<file path="config.mk">
export PLATFORM = sky130hd
export DESIGN_NAME = serial_adder_8bit
export DESIGN_NICKNAME = d
export VERILOG_FILES = /design/src/rtl/serial_adder_8bit.sv
export SDC_FILE = /design/constraint.sdc
export NUM_CORES = 1
export LEC_CHECK = 0
export ABC_CLOCK_PERIOD_IN_PS = 2100
export CAP_MARGIN = 15
export CORE_ASPECT_RATIO = 0.8
export CORE_MARGIN = 3
export CORE_UTILIZATION = 51
export DETAILED_ROUTE_END_ITERATION = 10
export GPL_TIMING_DRIVEN = 0
export PLACE_DENSITY = 0.78
export SLEW_MARGIN = 20
export SYNTH_ARGS = -nofsm -noshare
export SYNTH_HDL_FRONTEND = slang
export SYNTH_SLANG_ARGS = --single-unit
export TNS_END_PERCENT = 10
</file>
<file path="constraint.sdc">
create_clock -name clk -period 2.1 [get_ports clk]
set_input_delay 0.42 -clock clk [delete_from_list [all_inputs] [get_ports clk]]
set_output_delay 0.42 -clock clk [all_outputs]
set_load 0.01 [all_outputs]
</file>
<file path="src/rtl/serial_adder_8bit.sv">
// Bit-serial ripple adder: LSB first, one bit per clock through a single carry flop.
// Results are registered on the last step and held until the next operation completes.
//
// state | meaning
// IDLE  | waiting for start; operands loaded on accepted start
// RUN   | one sum bit per edge, WIDTH edges
// DONE  | one-cycle done pulse, then back to IDLE
module serial_adder_8bit #(
  parameter int WIDTH = 8
) (
  input  logic             clk,
  input  logic             rst,
  input  logic             start,
  input  logic [WIDTH-1:0] a,
  input  logic [WIDTH-1:0] b,
  input  logic             cin,
  output logic             busy,
  output logic             done,
  output logic [WIDTH-1:0] sum,
  output logic             cout,
  output logic             ovf
);

  localparam int CW = (WIDTH > 2) ? $clog2(WIDTH) : 1;

  typedef enum logic [1:0] {IDLE, RUN, DONE} state_t;

  state_t           state, state_nxt;
  logic [WIDTH-1:0] a_sh, b_sh, sum_sh;
  logic             carry;
  logic [CW-1:0]    cnt;
  logic             bit_s, carry_nxt, last_step;

  assign bit_s     = a_sh[0] ^ b_sh[0] ^ carry;
  assign carry_nxt = (a_sh[0] & b_sh[0]) | (a_sh[0] & carry) | (b_sh[0] & carry);
  assign last_step = (state == RUN) && (cnt == CW'(WIDTH - 1));

  always_ff @(posedge clk or posedge rst) begin
    if (rst) state <= IDLE;
    else     state <= state_nxt;
  end

  always_comb begin
    state_nxt = state;
    busy      = 1'b0;
    done      = 1'b0;
    case (state)
      IDLE: if (start) state_nxt = RUN;
      RUN: begin
        busy = 1'b1;
        if (last_step) state_nxt = DONE;
      end
      DONE: begin
        done      = 1'b1;
        state_nxt = IDLE;
      end
      default: state_nxt = IDLE;
    endcase
  end

  // On the final step the carry flop still holds the carry into the MSB,
  // so ovf is formed from it and the freshly computed carry out.
  always_ff @(posedge clk or posedge rst) begin
    if (rst) begin
      a_sh   <= '0;
      b_sh   <= '0;
      sum_sh <= '0;
      carry  <= 1'b0;
      cnt    <= '0;
      sum    <= '0;
      cout   <= 1'b0;
      ovf    <= 1'b0;
    end else begin
      case (state)
        IDLE: begin
          if (start) begin
            a_sh   <= a;
            b_sh   <= b;
            sum_sh <= '0;
            carry  <= cin;
            cnt    <= '0;
          end
        end
        RUN: begin
          a_sh   <= a_sh >> 1;
          b_sh   <= b_sh >> 1;
          sum_sh <= {bit_s, sum_sh[WIDTH-1:1]};
          carry  <= carry_nxt;
          cnt    <= cnt + CW'(1);
          if (last_step) begin
            sum  <= {bit_s, sum_sh[WIDTH-1:1]};
            cout <= carry_nxt;
            ovf  <= carry ^ carry_nxt;
          end
        end
        default: ;
      endcase
    end
  end

endmodule

</file>
==> reports/summary.txt, run 1 <==
TNS Setup: 0 ns
Drt via density: 5.75
Critical path buffers and inverters: 2
Worst R2R End: sum[7]$_DFFE_PP0P_
Via count: 1259
Top sig layer: met4
Flops & latches, synth: 39
Post-CTS setup buffers: 0
DP Worst Slack: 0.176 ns
Clock sink count: 39
Final #Nets: 201
Max-Cap Viols: 0
Most numerous cell in the Yosys netlist: dfrtp_1
Placed inst area: 2180 um^2
Initial antenna violation count: 0
Area share of the largest cell type after synthesis: 0.543
DPL Wire Length: 2630 um
CP Launch Type: flop
Combinational Power Share: 0.412
Htree depth: 2
Internal: 2.24 mW
P_sw: 1.08 mW
Worst r2r src: cnt[0]$_DFFE_PP0P_
CP top delay family: buffers and inverters
Arrival time worst endpoint: 1.60 ns
Mapped Cells: 140
Max IR drop VDD: 0.599 mV
Pleak: 1.04 nW
Post-layout worst setup margin: 0.0754 ns
R2R cell count: 5
Gr usage total: 0.194
Yosys warns: 0
R2r setup slk: 0.54 ns
Die Y: 59.1 um
Met3 wire length: 198 um
I/O Buffers: 31
Syn Nets: 163
DRC Markers: 0
Max incr delay on CP: 0.54 ns
Layout Cells excl Fill: 219
RSZ-0062 raised after global routing: false
Post-synth top cells: dfrtp_1, inv_1, nor4b_1
CP Class: reg -> out
Share of total power in the clock network: 0.195
Diode count: 0
CTS Hold Bufs: 0
Mapped cell area: 1800 um^2
Avg Cell Area, Syn: 12.8 um^2
Unique masters post-synth: 24
Cell breakdown of the critical path: clkbuf_4 > nor2b_1 > clkdlybuf4s50_1
GP Congestion: 0.824
Worst slew pin tran: 0.415 ns
CTS tree: yes
Ys async rst share: 1.00
Min-Delay Path Class: in -> async
Slowest-stage cell, CP: clkdlybuf4s50_1
Critical path capture point type: output pin
Fmax: 494 MHz
Share of layout cells above drive strength 1: 0.207
Fin area: 2310 um^2
Largest net degree at the start of global routing: 23
Drt initial violations: 90
Hold Fails Final Rpt: 0
IO Count: 32
Outcome: completed
Deepest clock path buffer count: 2
Number of flops mapped to enable cells by yosys: 0
Minimum clock period: 2.02 ns
Root Buffer: clkbuf_8
Sw Ratio: 0.326
Die W: 72.4 um
TritonCTS buffer count: 5
Seq/Total Area, Yosys: 0.543
TritonRoute pass-1 iters: 4
Cell taking the most area after synthesis: dfrtp_1
Worst-path clk slew: 0.08 ns
Final setup viols: 0
Met1 wire length: 1680 um
Wirelength per Cell: 16.6 um
Final clock skew: 0.00664 ns
Top_reg_cell synth: dfrtp_1
Crit-path max FO: 10
PD cells: 1440 nW/um^2
Met2 wire len: 1680 um
Vias in the first global route: 1260
Period utilization: 0.964
Sequential Power Share: 0.393
Max transition margin: 0.719
Placed instance count: 212
# rows: 18
Remaining global-route overflow: 0
CP Data Required Time: 1.68 ns
Final core occ: 0.716
Area contributors post-synth: dfrtp_1, mux2_4, nor4b_1, a221oi_1, a22o_1
Fin. max-slew vios: 0
Core ar.: 3220 um^2
Overall Power: 3.32 mW
Starting density of the core: 0.558
Worst-skew pair later-pin latency: 0.30 ns
Area Growth Syn to Fin: 28.4%
ANT nets after route: 0
Die Area: 4280 um^2
WHS: 0.433 ns
First-pass GRT wire length: 6090 um
Routed WL: 3650 um
state kept, by name, summed over array words and instances (netlist names):
register / flops
sum_sh: 7
sum: 8
ovf: 1
carry: 1
a_sh: 8
b_sh: 8
state: 2
cnt: 3
cout: 1
worst reg2reg max path, cell delays in order, from the launching register on:
cell	delay, ns
dfrtp_1	0.40
ha_1	0.20
ha_1	0.18
nand3b_1	0.11
buf_4	0.24
mux2_4	0.32
how the worst max path moves through the flow:
stage                         start                  end  cells after the start
2_1_floorplan    cnt[0]$_DFFE_PP0P_     cout$_DFFE_PP0P_                      5
5_1_grt        state[0]$_DFFE_PP0P_                 done                      3
3_3_place_gp                    rst  b_sh[5]$_DFFE_PP0P_                      2
3_5_place_dp   state[1]$_DFFE_PP0P_                 busy                      3
6_report       state[0]$_DFFE_PP0P_                 done                      3
4_1_cts        state[1]$_DFFE_PP0P_                 done                      3
power groups by stage:
| stage | registers, mW | logic [mW] | clock network (mW) |
|---|---|---|---|
| floorplan | 1.30 | 0.899 | 0 |
| global placement | 1.29 | 1.31 | 0 |
| detailed placement | 1.31 | 1.36 | 0 |
| CTS | 1.30 | 1.37 | 0.662 |
| global route | 1.34 | 1.50 | 0.691 |
| finish | 1.30 | 1.37 | 0.647 |
cells by family after synthesis:
| kind of cell | count (synthesis) | share of synthesized area |
|---|---|---|
| compound gates | 28 | 0.146 |
| xor+xnor | 1 | 0.00488 |
| fa+ha+maj | 3 | 0.0251 |
| buf+inv | 28 | 0.0717 |
| flops | 39 | 0.543 |
| mux | 11 | 0.0877 |
| simple gates | 30 | 0.121 |
repair_timing:
action | in CTS | in global routing
endpoints found under the setup margin | 2 | 1
resized for setup | 3 | 3
cloned | 0 | 0
layout by cell type, fill, tap and decap left out, types with 4 or more instances in the layout:
| master | n |
|---|---|
| mux2_4 | 9 |
| dfrtp_1 | 38 |
| inv_1 | 16 |
| a221oi_1 | 12 |
| a22o_1 | 11 |
| clkbuf_8 | 6 |
| nor4b_1 | 13 |
| clkdlybuf4s50_1 | 30 |
| nor2_1 | 10 |
| buf_2 | 4 |
layer usage:
| metal | track usage | up-vias |
|---|---|---|
| met2 | 0.280 | 43 |
| met1 | 0.264 | 612 |
| met3 | 0.0627 | 14 |
| met4 | 0.0938 | 0 |
| met5 | 0 | - |
| li1 | - | 590 |
layout make-up:
type                            instances  area (um^2)
Sequential cell                        39          977
Timing Repair Buffer                   32          337
Inverter                               17         63.8
Multi-Input combinational cell         73          693
Tap cell                               40         50.0
Clock inverter                          2         35.0
Clock buffer                            6         82.6
Buffer                                 10         68.8
Fill cell                             199          913
No activity file was read; power rests on OpenSTA's default activity.
==> run 2: changes to the inputs <==
CTS_CLUSTER_DIAMETER = 120   (was default)
==> results of run 2 <==
Same layout as run 1: the final DEF is identical, and so are final timing and power.
==> run 3: changes to the inputs <==
GPL_ROUTABILITY_DRIVEN = 1   (was default)
SKIP_CTS_REPAIR_TIMING = 1   (was default)
==> run 3 against run 2 <==
Count of clock-buffer cells in the layout unchanged. Sequential cell count unchanged. Combinational power is essentially flat. Critical path depth stayed put. Maximum frequency up 0.26%. Critical endpoint unchanged. Clock skew about the same. Clock power barely moved. Critical path type unchanged. Sequential power is essentially flat.
==> reports/summary.txt, run 3 (synthesized netlist as in run 1, its figures left out) <==
Die Y: 59.1 um
Final setup viols: 0
CTS tree: yes
Max-Cap Viols: 0
Internal: 2.24 mW
CP Launch Type: flop
Starting density of the core: 0.558
GP Congestion: 0.824
DP Worst Slack: 0.176 ns
Largest net degree at the start of global routing: 23
Vias in the first global route: 1267
Post-layout worst setup margin: 0.0806 ns
Layout Cells excl Fill: 219
Share of total power in the clock network: 0.195
Diode count: 0
Wirelength per Cell: 16.7 um
Gr usage total: 0.195
Placed instance count: 212
Min-Delay Path Class: in -> async
CP Class: reg -> out
# rows: 18
Drt via density: 5.79
RSZ-0062 raised after global routing: false
Htree depth: 2
Hold Fails Final Rpt: 0
Fin area: 2310 um^2
Crit path launch: state[0]$_DFFE_PP0P_
Critical path capture point type: output pin
Worst-path clk slew: 0.08 ns
Root Buffer: clkbuf_8
IO Count: 32
Die Area: 4280 um^2
Worst slew pin tran: 0.409 ns
Fmax: 495 MHz
R2R cell count: 5
DRC Markers: 0
Share of layout cells above drive strength 1: 0.207
Final #Nets: 201
Max transition margin: 0.723
Drt initial violations: 95
Worst-skew pair later-pin latency: 0.30 ns
Routed WL: 3660 um
Minimum clock period: 2.02 ns
Initial antenna violation count: 0
Largest regs: a_sh: 8 flops, b_sh: 8 flops, sum: 8 flops
Max IR drop VDD: 0.600 mV
Arrival time worst endpoint: 1.60 ns
Clock sink count: 39
TritonCTS buffer count: 5
Outcome: completed
Fin. max-slew vios: 0
Pleak: 1.04 nW
Combinational Power Share: 0.412
PD cells: 1440 nW/um^2
Crit-path max FO: 10
TritonRoute pass-1 iters: 4
Die W: 72.4 um
Deepest clock path buffer count: 2
Final clock skew: 0.00621 ns
Worst r2r src: cnt[0]$_DFFE_PP0P_
ANT nets after route: 0
First-pass GRT wire length: 6130 um
Sw Ratio: 0.326
Core ar.: 3220 um^2
Sequential Power Share: 0.393
CP Data Required Time: 1.68 ns
Period utilization: 0.962
Remaining global-route overflow: 0
Commonest non-fill, non-tap cell in the layout: dfrtp_1
Most frequent cells in the layout: dfrtp_1, clkdlybuf4s50_1, inv_1
Placed inst area: 2180 um^2
Area Growth Syn to Fin: 28.6%
Via count: 1269
DPL Wire Length: 2630 um
Overall Power: 3.32 mW
I/O Buffers: 31
P_sw: 1.08 mW
[run 3: power groups by stage]
stage          registers, mW  clock network [mW]  logic (mW)
6_report                1.31               0.648        1.37
5_1_grt                 1.34               0.691        1.50
4_1_cts                 1.30               0.662        1.37
3_5_place_dp            1.31                   0        1.36
3_3_place_gp            1.29                   0        1.31
2_1_floorplan           1.30                   0       0.899
[run 3: layout make-up]
| type | instances | area [um^2] |
|---|---|---|
| sequential | 39 | 977 |
| tap | 40 | 50.0 |
| fill | 197 | 910 |
| timing repair buffer | 32 | 340 |
| multi-input combinational | 73 | 693 |
| inverter | 17 | 63.8 |
| clock inverter | 2 | 35.0 |
| buffer | 10 | 68.8 |
| clock buffer | 6 | 82.6 |
[run 3: worst paths after layout]
kind,end,slack (ns)
setup / recovery,done,0.08
hold / removal,a_sh[0]$_DFFE_PP0P_,0.43
min in group clk,sum[0]$_DFFE_PP0P_,0.51
max in group asynchronous,state[0]$_DFFE_PP0P_,1.22
hold reg to reg,sum[0]$_DFFE_PP0P_,0.51
setup reg to reg,sum[4]$_DFFE_PP0P_,0.53
[run 3: layer usage]
layer | global-route usage | vias to the layer above | routed length (um)
met3 | 0.0627 | 10 | 224
li1 | - | 587 | -
met2 | 0.279 | 42 | 1690
met1 | 0.269 | 630 | 1660
met5 | 0 | - | 0
met4 | 0.0938 | 0 | 82
[run 3: critical path: stages, from the launching register on]
cell and delay [ns]:
dfrtp_2 0.44, clkbuf_4 0.20, nor2b_1 0.12, clkdlybuf4s50_1 0.54
[run 3: metrics by stage]
stage	hold WS, ns	TNS, ns	util
2_1_floorplan	0.466	0	-
3_3_place_gp	0.485	0	0.670
3_5_place_dp	0.491	0	0.678
4_1_cts	0.439	-0.294	0.715
5_1_grt	0.463	0	0.718
6_report	0.427	0	0.718
